File: src/rtl/xif_offload_ctrl.sv
// Core-side CORE-V-XIF offload controller: issue/commit sequencing, outstanding-ID table, result writeback.
// Optional statistics counters enabled by defining XIF_OFFLOAD_STATS_EN.
module xif_offload_ctrl #(
    parameter int X_ID_WIDTH      = 4,
    parameter int X_NUM_RS        = 2,
    parameter int XLEN            = 32,
    parameter int MAX_OUTSTANDING = 4
) (
    input  logic                       clk,
    input  logic                       rst,
    input  logic                       instr_valid,
    output logic                       instr_ready,
    input  logic [31:0]                instr,
    input  logic [X_NUM_RS*XLEN-1:0]   instr_rs,
    input  logic                       instr_kill,
    output logic                       instr_accept,
    output logic                       issue_valid,
    input  logic                       issue_ready,
    output logic [31:0]                issue_instr,
    output logic [X_ID_WIDTH-1:0]      issue_id,
    output logic [X_NUM_RS*XLEN-1:0]   issue_rs,
    output logic [X_NUM_RS-1:0]        issue_rs_valid,
    input  logic                       issue_resp_accept,
    input  logic                       issue_resp_writeback,
    output logic                       commit_valid,
    output logic [X_ID_WIDTH-1:0]      commit_id,
    output logic                       commit_kill,
    input  logic                       result_valid,
    output logic                       result_ready,
    input  logic [X_ID_WIDTH-1:0]      result_id,
    input  logic [XLEN-1:0]            result_data,
    input  logic [4:0]                 result_rd,
    output logic                       wb_valid,
    output logic [4:0]                 wb_rd,
    output logic [XLEN-1:0]            wb_data,
    input  logic                       wb_ready,
    output logic                       busy,
    output logic                       err_unexpected_id,
    output logic [31:0]                stat_issued,
    output logic [31:0]                stat_killed,
    output logic [31:0]                stat_results
);

    localparam int IDX_W = (MAX_OUTSTANDING > 1) ? $clog2(MAX_OUTSTANDING) : 1;

    typedef enum logic [1:0] {IDLE, ISSUE, COMMIT} state_t;
    state_t state, state_nxt;

    logic [MAX_OUTSTANDING-1:0] ent_used;
    logic [MAX_OUTSTANDING-1:0] ent_committed;
    logic [MAX_OUTSTANDING-1:0] ent_wb;
    logic [X_ID_WIDTH-1:0]      ent_id [MAX_OUTSTANDING];

    logic [X_ID_WIDTH-1:0] next_id;
    logic [IDX_W-1:0]      cur_idx;
    logic                  accept_q;

    logic             free_found;
    logic [IDX_W-1:0] free_idx;
    logic             id_in_use;
    logic             hit;
    logic [IDX_W-1:0] hit_idx;
    logic             result_fire;

    // Table scan uses registered state only, so a free in this cycle cannot enable an allocate now.
    always_comb begin
        free_found = 1'b0;
        free_idx   = '0;
        id_in_use  = 1'b0;
        hit        = 1'b0;
        hit_idx    = '0;
        for (int i = MAX_OUTSTANDING - 1; i >= 0; i--) begin
            if (!ent_used[i]) begin
                free_found = 1'b1;
                free_idx   = IDX_W'(i);
            end
            if (ent_used[i] && ent_id[i] == next_id)
                id_in_use = 1'b1;
            if (ent_used[i] && ent_committed[i] && ent_wb[i] && ent_id[i] == result_id) begin
                hit     = 1'b1;
                hit_idx = IDX_W'(i);
            end
        end
    end

    always_comb begin
        state_nxt    = state;
        issue_valid  = 1'b0;
        commit_valid = 1'b0;
        case (state)
            IDLE:    if (instr_valid && free_found && !id_in_use) state_nxt = ISSUE;
            ISSUE: begin
                issue_valid = 1'b1;
                if (issue_ready) state_nxt = COMMIT;
            end
            COMMIT: begin
                commit_valid = 1'b1;
                state_nxt    = IDLE;
            end
            default: state_nxt = IDLE;
        endcase
    end

    assign instr_ready  = issue_valid && issue_ready;
    assign instr_accept = instr_ready && issue_resp_accept;
    assign commit_id    = issue_id;
    assign commit_kill  = commit_valid && (instr_kill || !accept_q);
    assign result_ready = !wb_valid || wb_ready;
    assign result_fire  = result_valid && result_ready;
    assign busy         = |ent_used;

    always_ff @(posedge clk or posedge rst) begin
        if (rst) begin
            state          <= IDLE;
            issue_instr    <= '0;
            issue_rs       <= '0;
            issue_id       <= '0;
            issue_rs_valid <= '0;
            next_id        <= '0;
            accept_q       <= 1'b0;
            cur_idx        <= '0;
        end else begin
            state <= state_nxt;
            if (state == IDLE && state_nxt == ISSUE) begin
                issue_instr    <= instr;
                issue_rs       <= instr_rs;
                issue_id       <= next_id;
                issue_rs_valid <= '1;
            end
            if (instr_ready) begin
                accept_q <= issue_resp_accept;
                next_id  <= next_id + 1'b1;
                cur_idx  <= free_idx;
            end
        end
    end

    // Allocate, commit-update and result-free always touch distinct entries.
    always_ff @(posedge clk or posedge rst) begin
        if (rst) begin
            ent_used      <= '0;
            ent_committed <= '0;
            ent_wb        <= '0;
            for (int i = 0; i < MAX_OUTSTANDING; i++) ent_id[i] <= '0;
        end else begin
            if (instr_ready) begin
                ent_used[free_idx]      <= 1'b1;
                ent_committed[free_idx] <= 1'b0;
                ent_wb[free_idx]        <= issue_resp_accept && issue_resp_writeback;
                ent_id[free_idx]        <= issue_id;
            end
            if (commit_valid) begin
                if (commit_kill || !ent_wb[cur_idx])
                    ent_used[cur_idx] <= 1'b0;
                else
                    ent_committed[cur_idx] <= 1'b1;
            end
            if (result_fire && hit) begin
                ent_used[hit_idx]      <= 1'b0;
                ent_committed[hit_idx] <= 1'b0;
            end
        end
    end

    always_ff @(posedge clk or posedge rst) begin
        if (rst) begin
            wb_valid          <= 1'b0;
            wb_rd             <= '0;
            wb_data           <= '0;
            err_unexpected_id <= 1'b0;
        end else if (result_fire && hit) begin
            wb_valid <= 1'b1;
            wb_rd    <= result_rd;
            wb_data  <= result_data;
        end else begin
            if (wb_ready)    wb_valid          <= 1'b0;
            if (result_fire) err_unexpected_id <= 1'b1;
        end
    end

`ifdef XIF_OFFLOAD_STATS_EN
    always_ff @(posedge clk or posedge rst) begin
        if (rst) begin
            stat_issued  <= '0;
            stat_killed  <= '0;
            stat_results <= '0;
        end else begin
            if (instr_ready && stat_issued != '1)  stat_issued  <= stat_issued + 1'b1;
            if (commit_kill && stat_killed != '1)  stat_killed  <= stat_killed + 1'b1;
            if (result_fire && stat_results != '1) stat_results <= stat_results + 1'b1;
        end
    end
`else
    assign stat_issued  = '0;
    assign stat_killed  = '0;
    assign stat_results = '0;
`endif

endmodule
File: config.mk
export PLATFORM = sky130hd
export DESIGN_NAME = xif_offload_ctrl
export DESIGN_NICKNAME = d
export VERILOG_FILES = /design/src/rtl/xif_offload_ctrl.sv
export SDC_FILE = /design/constraint.sdc
export NUM_CORES = 1
export LEC_CHECK = 0
export CELL_PAD_IN_SITES_DETAIL_PLACEMENT = 1
export CELL_PAD_IN_SITES_GLOBAL_PLACEMENT = 2
export CORE_MARGIN = 3
export CORE_UTILIZATION = 25
export DETAILED_ROUTE_END_ITERATION = 6
export MAX_ROUTING_LAYER = met4
export PLACE_DENSITY_LB_ADDON = 0.1
export SYNTH_ARGS = -nofsm -noshare
export SYNTH_HDL_FRONTEND = slang
export SYNTH_SLANG_ARGS = --single-unit
File: constraint.sdc
create_clock -name clk -period 6.8 [get_ports clk]
set_input_delay 1.36 -clock clk [delete_from_list [all_inputs] [get_ports clk]]
set_output_delay 1.36 -clock clk [all_outputs]
set_load 0.01 [all_outputs]
# Word-level counts from Yosys, hierarchy flattened
# Cells that the tools add are included.
# W data, S select, Z words.
totals:
  register_bits: 177
  inputBits: 146
op_classes:
  add_sub_neg: 1
  magnitude_cmp: 8
  eq_ne: 11
  mux: 47
  bitwise_logic: 11
  n_reduce_logical: 40
ops:
  columns: ["operator", "count"]
  rows:
  - ["$mux W4", 9]
  - ["$eq A4 B4 Y1", 8]
  - ["$logic_and A1 B1 Y1", 29]
  - ["$mux W1", 20]
  - ["$mux W2", 10]
  - ["$and A4 B4 Y4", 4]
  - ["$bwmux W16", 1]
  - ["$not A4 Y4", 3]
  - ["$lt A2 B3 Y1 const B", 3]
  - ["$demux W4 S2", 1]
  - ["$or A4 B4 Y4", 2]
  - ["$demux W1 S2", 3]
  - ["$ge A2 B1 Y1 const B", 3]
  - ["$add A4 B1 Y4 const B", 1]
  - ["$bwmux W4", 1]
  - ["$eq A2 B1 Y1 const B", 2]
  - ["$logic_not A1 Y1", 4]
  - ["$pmux W2 S2", 1]
  - ["$reduce_or A4 Y1", 1]
  - ["$ge A3 B3 Y1 const B", 1]
  - ["$logic_or A1 B1 Y1", 3]
  - ["$lt A3 B1 Y1 const B", 1]
  - ["$not A2 Y3", 1]
  - ["$bmux W1 S2", 1]
  - ["other kinds (5)", 5]

# Logic depth before layout (Yosys ltp)
logic_depth:
  word_depth: 16
  depth_mapped: 8
  ltp_nobuf: 6

# Worst setup path before layout
# Ideal clock, no wire load.
synth_timing:
  kind: "input-to-output"
  startpoint: "input port issue_ready"
  endpoint: "output port instr_ready"
  arrival_ps: 1987
  t_required_ps: 5440
  slack_ps: 3453
  stages: 3
  cell_sequence: "nand2_1 clkbuf_1 clkinv_1"
synth_between:
  elab_chain_cells: 1
synth_rtl:
  columns: ["item", "line", "source"]
  rows:
  - ["from (decl)", "18", "input logic issue_ready,"]
  - ["$logic_and A1 B1 Y1", "104", "assign instr_ready = issue_valid && issue_ready;"]
  - ["to (decl)", "12", "output logic instr_ready,"]
# No other way between the ends.

# Worst setup path in the final report
# Same ends and word-level chain as after synthesis.

==> metrics.md <==
| Metric | Value |
|---|---|
| Run status | complete, no violations |
| Die height | 185 um |
| Power Total | 5.06 mW |
| Sequential share of the synthesized area | 55.3% |
| Filler cells | 3339 |
| Placement Setup Slack | 2370 ps |
| First-pass GRT wire length | 37.5 mm |
| Grt ovf | 0 |
| Critical path endpoint category | primary output |
| Die ar. | 34200 um^2 |
| Mapped Area | 8020 um^2 |
| Antenna violations before repair | 6 |
| Worst path max stage delay | 580 ps |
| Share of post-route cells with drive strength above 1 | 20.8% |
| Detailed Place HPWL | 19.1 mm |
| Yosys warns | 0 |
| CP required | 5440 ps |
| R2R Setup Slk | 3740 ps |
| Worst slew margin | 40.3% |
| PD cells | 437 nW/um^2 |
| Hold Vio Cnt, Final | 0 |
| Largest net degree at the start of global routing | 94 |
| Maximum vdd drop | 199 uV |
| Reg-to-Reg Start | next_id[0] |
| Worst Hold Path EP | err_unexpected_id |
| Setup TNS | 0 ps |
| WHS Path Cells | 1 |
| IO Port Bufs | 297 |
| Share of the synthesized area in the top cell type | 55.3% |
| Clk sinks | 177 |
| Vias per cell | 4.19 |
| Most frequent CP cell | clkdlybuf4s50_1 |
| Vias in the first global route | 6132 |
| #FFs+latches synth | 177 |
| Fin nets | 1034 |
| Hold crit path type | reg2reg |
| Final core utilization | 37.3% |
| Slowest CP cell | clkdlybuf4s50_1 |
| Initial cell density of the core | 25.8% |
| Layout Cells excl Fill | 1302 |
| Clock Latency Late Sink | 440 ps |
| Area growth from synthesis to layout | 44.5% |
| Num CTS Buffers | 17 |
| Setup Viol. Count Final | 0 |
| Gpl congestion | 0.792 |
| Die Span X | 185 um |
| P_leak | 5.00 nW |
| H-tree Lvls | 4 |
| Max_cap viols | 0 |
| DRT Pass-1 Iters | 4 |
| Critical path fanouts, max | 11 |
| RSZ-0062 raised after global routing | no |
| Rows | 64 |
| Clk buf depth | 2 |
| DRC Markers | 0 |
| Most used DFF post-synth | dfrtp_1 |
| CP Data Arrival Time | 3050 ps |
| Post_cts resized | 0 |
| Post-Syn Area per Cell | 13.4 um^2 |
| Type of origin of the critical path | input pin |
| Area contributors post-synth | dfrtp_1, mux2_2, buf_4 |
| Placed Cells | 1264 |
| Ys async rst share | 100% |
| Final Skew | 14.6 ps |
| Min Clock Period, post-route | 4410 ps |
| Clock-pin slew of the registers on the worst-case setup and hold paths | 60 ps |
| Cell family contributing the most delay on the critical path | buffers and inverters |
| Register-to-Register Path Depth | 7 |
| Syn Inst Count | 596 |
| Most area-hungry cell type in the Yosys netlist | dfrtp_1 |
| Detailed router's first-iteration violation count | 143 |
| Endpoint of the lowest-slack register-to-register path | issue_rs[19] |
| Core area | 31100 um^2 |
| Distinct cells, synth | 47 |
| Slew Limit Fails | 0 |
| Cell Area, Placed | 11000 um^2 |
| Clock tree root driver cell | clkbuf_16 |
| Cell area after layout | 11600 um^2 |
| Worst-path cell chain | clkdlybuf4s50_1 -> nand2_1 -> clkinv_1 -> clkdlybuf4s50_1 |
| CTS Hold Bufs | 0 |
| All-Layer GR Usage | 15.1% |
| CTS tree | built |
| Wirelength, routed | 25.2 mm |
| Io pins | 394 |
| Remaining antenna violation count | 0 |
| Worst-margin pin slew | 896 ps |
| CP bufs+invs | 3 |
| Setup bufs post-CTS | 0 |
| WS Path Type | in2out |
| Fin crit share | 64.9% |
| Post-DR wirelength/cell | 19.3 um |
| Final Worst Setup Slack | 2390 ps |
| Worst hold slack | 473 ps |
| Routed via count | 5449 |
| Fmax | 227 MHz |
| Post-synth EDFFs | 0 |
| Hold path startpoint | err_unexpected_id |
==> Yosys cell counts (3+ instances only) <==
cell,count
nand2_1,12
mux2_2,142
xor2_1,17
dfrtp_1,177
buf_2,16
inv_1,10
clkbuf_1,4
nor3_1,3
o21ai_0,6
nand3_1,4
buf_6,4
nor4_1,3
or4_1,3
a211oi_1,3
xnor2_1,12
mux2_1,15
a21oi_1,8
nand2b_1,6
a21o_1,3
nand4_1,7
nor2_1,13
buf_4,101
==> area by class of cell <==
type                       count  area, um^2  area share, %
tap                          396         495           4.28
inverter                      11        46.3          0.400
timing repair buffer         302        3010           26.0
multi-input combinational    378        3010           26.0
clock buffer                  20         447           3.86
clock inverter                12         125           1.08
sequential                   177        4430           38.2
antenna                        6        15.0          0.130
==> flip-flops by register name, summed over array words and instances, names as in the netlist, 4 cells and up <==
signal,cells
issue_instr,32
next_id,4
ent_id,16
commit_id,4
ent_wb,4
ent_used,4
ent_committed,4
issue_rs,64
wb_data,32
wb_rd,5
==> how the worst max path moves through the flow <==
stage | endpoint | slack, ps | cells after the start | start
floorplan | accept_q | 640 | 1 | rst
global placement | instr_ready | 2470 | 4 | issue_ready
detailed placement | instr_ready | 2370 | 4 | issue_ready
CTS | instr_ready | 2370 | 4 | issue_ready
global route | instr_ready | 2220 | 4 | issue_ready
finish | instr_ready | 2390 | 4 | issue_ready
==> layout by cell type (no fill, tap or decap), types with 4 or more instances in the layout <==
master / synthesis / routed
buf_4: 101 / 5
nand4_1: 7 / 7
clkbuf_16: 0 / 17
conb_1: 1 / 96
xor2_1: 17 / 17
o21ai_0: 6 / 6
dfrtp_1: 177 / 177
nand2_1: 12 / 12
a21oi_1: 8 / 8
nand2b_1: 6 / 6
mux2_1: 15 / 15
nand3_1: 4 / 4
nor2_1: 13 / 13
mux2_2: 142 / 142
inv_1: 10 / 9
diode_2: 0 / 6
xnor2_1: 12 / 12
clkdlybuf4s50_1: 0 / 297
==> cell families (layout without fill, tap and decap cells) <==
logic type / count (synthesis) / after routing / share of synthesized area (%)
DFF: 177 / 177 / 55.3
muxes: 158 / 158 / 22.3
buffers and inverters: 136 / 345 / 11.7
and+or+nand+nor: 65 / 65 / 4.64
AOI/OAI and AO/OA: 29 / 29 / 2.67
xor gates and xnor gates: 29 / 29 / 3.17
adders and majority gates: 1 / 1 / 0.156
other: 1 / 102 / 0.0468
==> metal layers <==
layer | wire length [um] | vias to the layer above | share of wire (%) | global-route usage (%)
li1 | - | 2449 | - | -
met1 | 8900 | 2740 | 35 | 15.5
met2 | 12900 | 238 | 51 | 24.9
met3 | 2910 | 22 | 12 | 8.01
met4 | 438 | 0 | 1.7 | 5.10
met5 | 0 | - | 0 | -
==> worst register-to-register path: cells and delay by family, from the launching register on <==
kind / cells / cell delay, ps
muxes: 1 / 420
buffers and inverters: 3 / 1480
DFF: 1 / 520
AOI/OAI and AO/OA: 1 / 180
and+or+nand+nor: 2 / 340
==> power breakdown <==
part | internal [mW] | total [mW] | switching (mW)
registers | 1.51 | 1.87 | 0.362
logic | 1.32 | 2.22 | 0.902
clock network | 0.525 | 0.977 | 0.452
(Power assumes the default switching activity.)
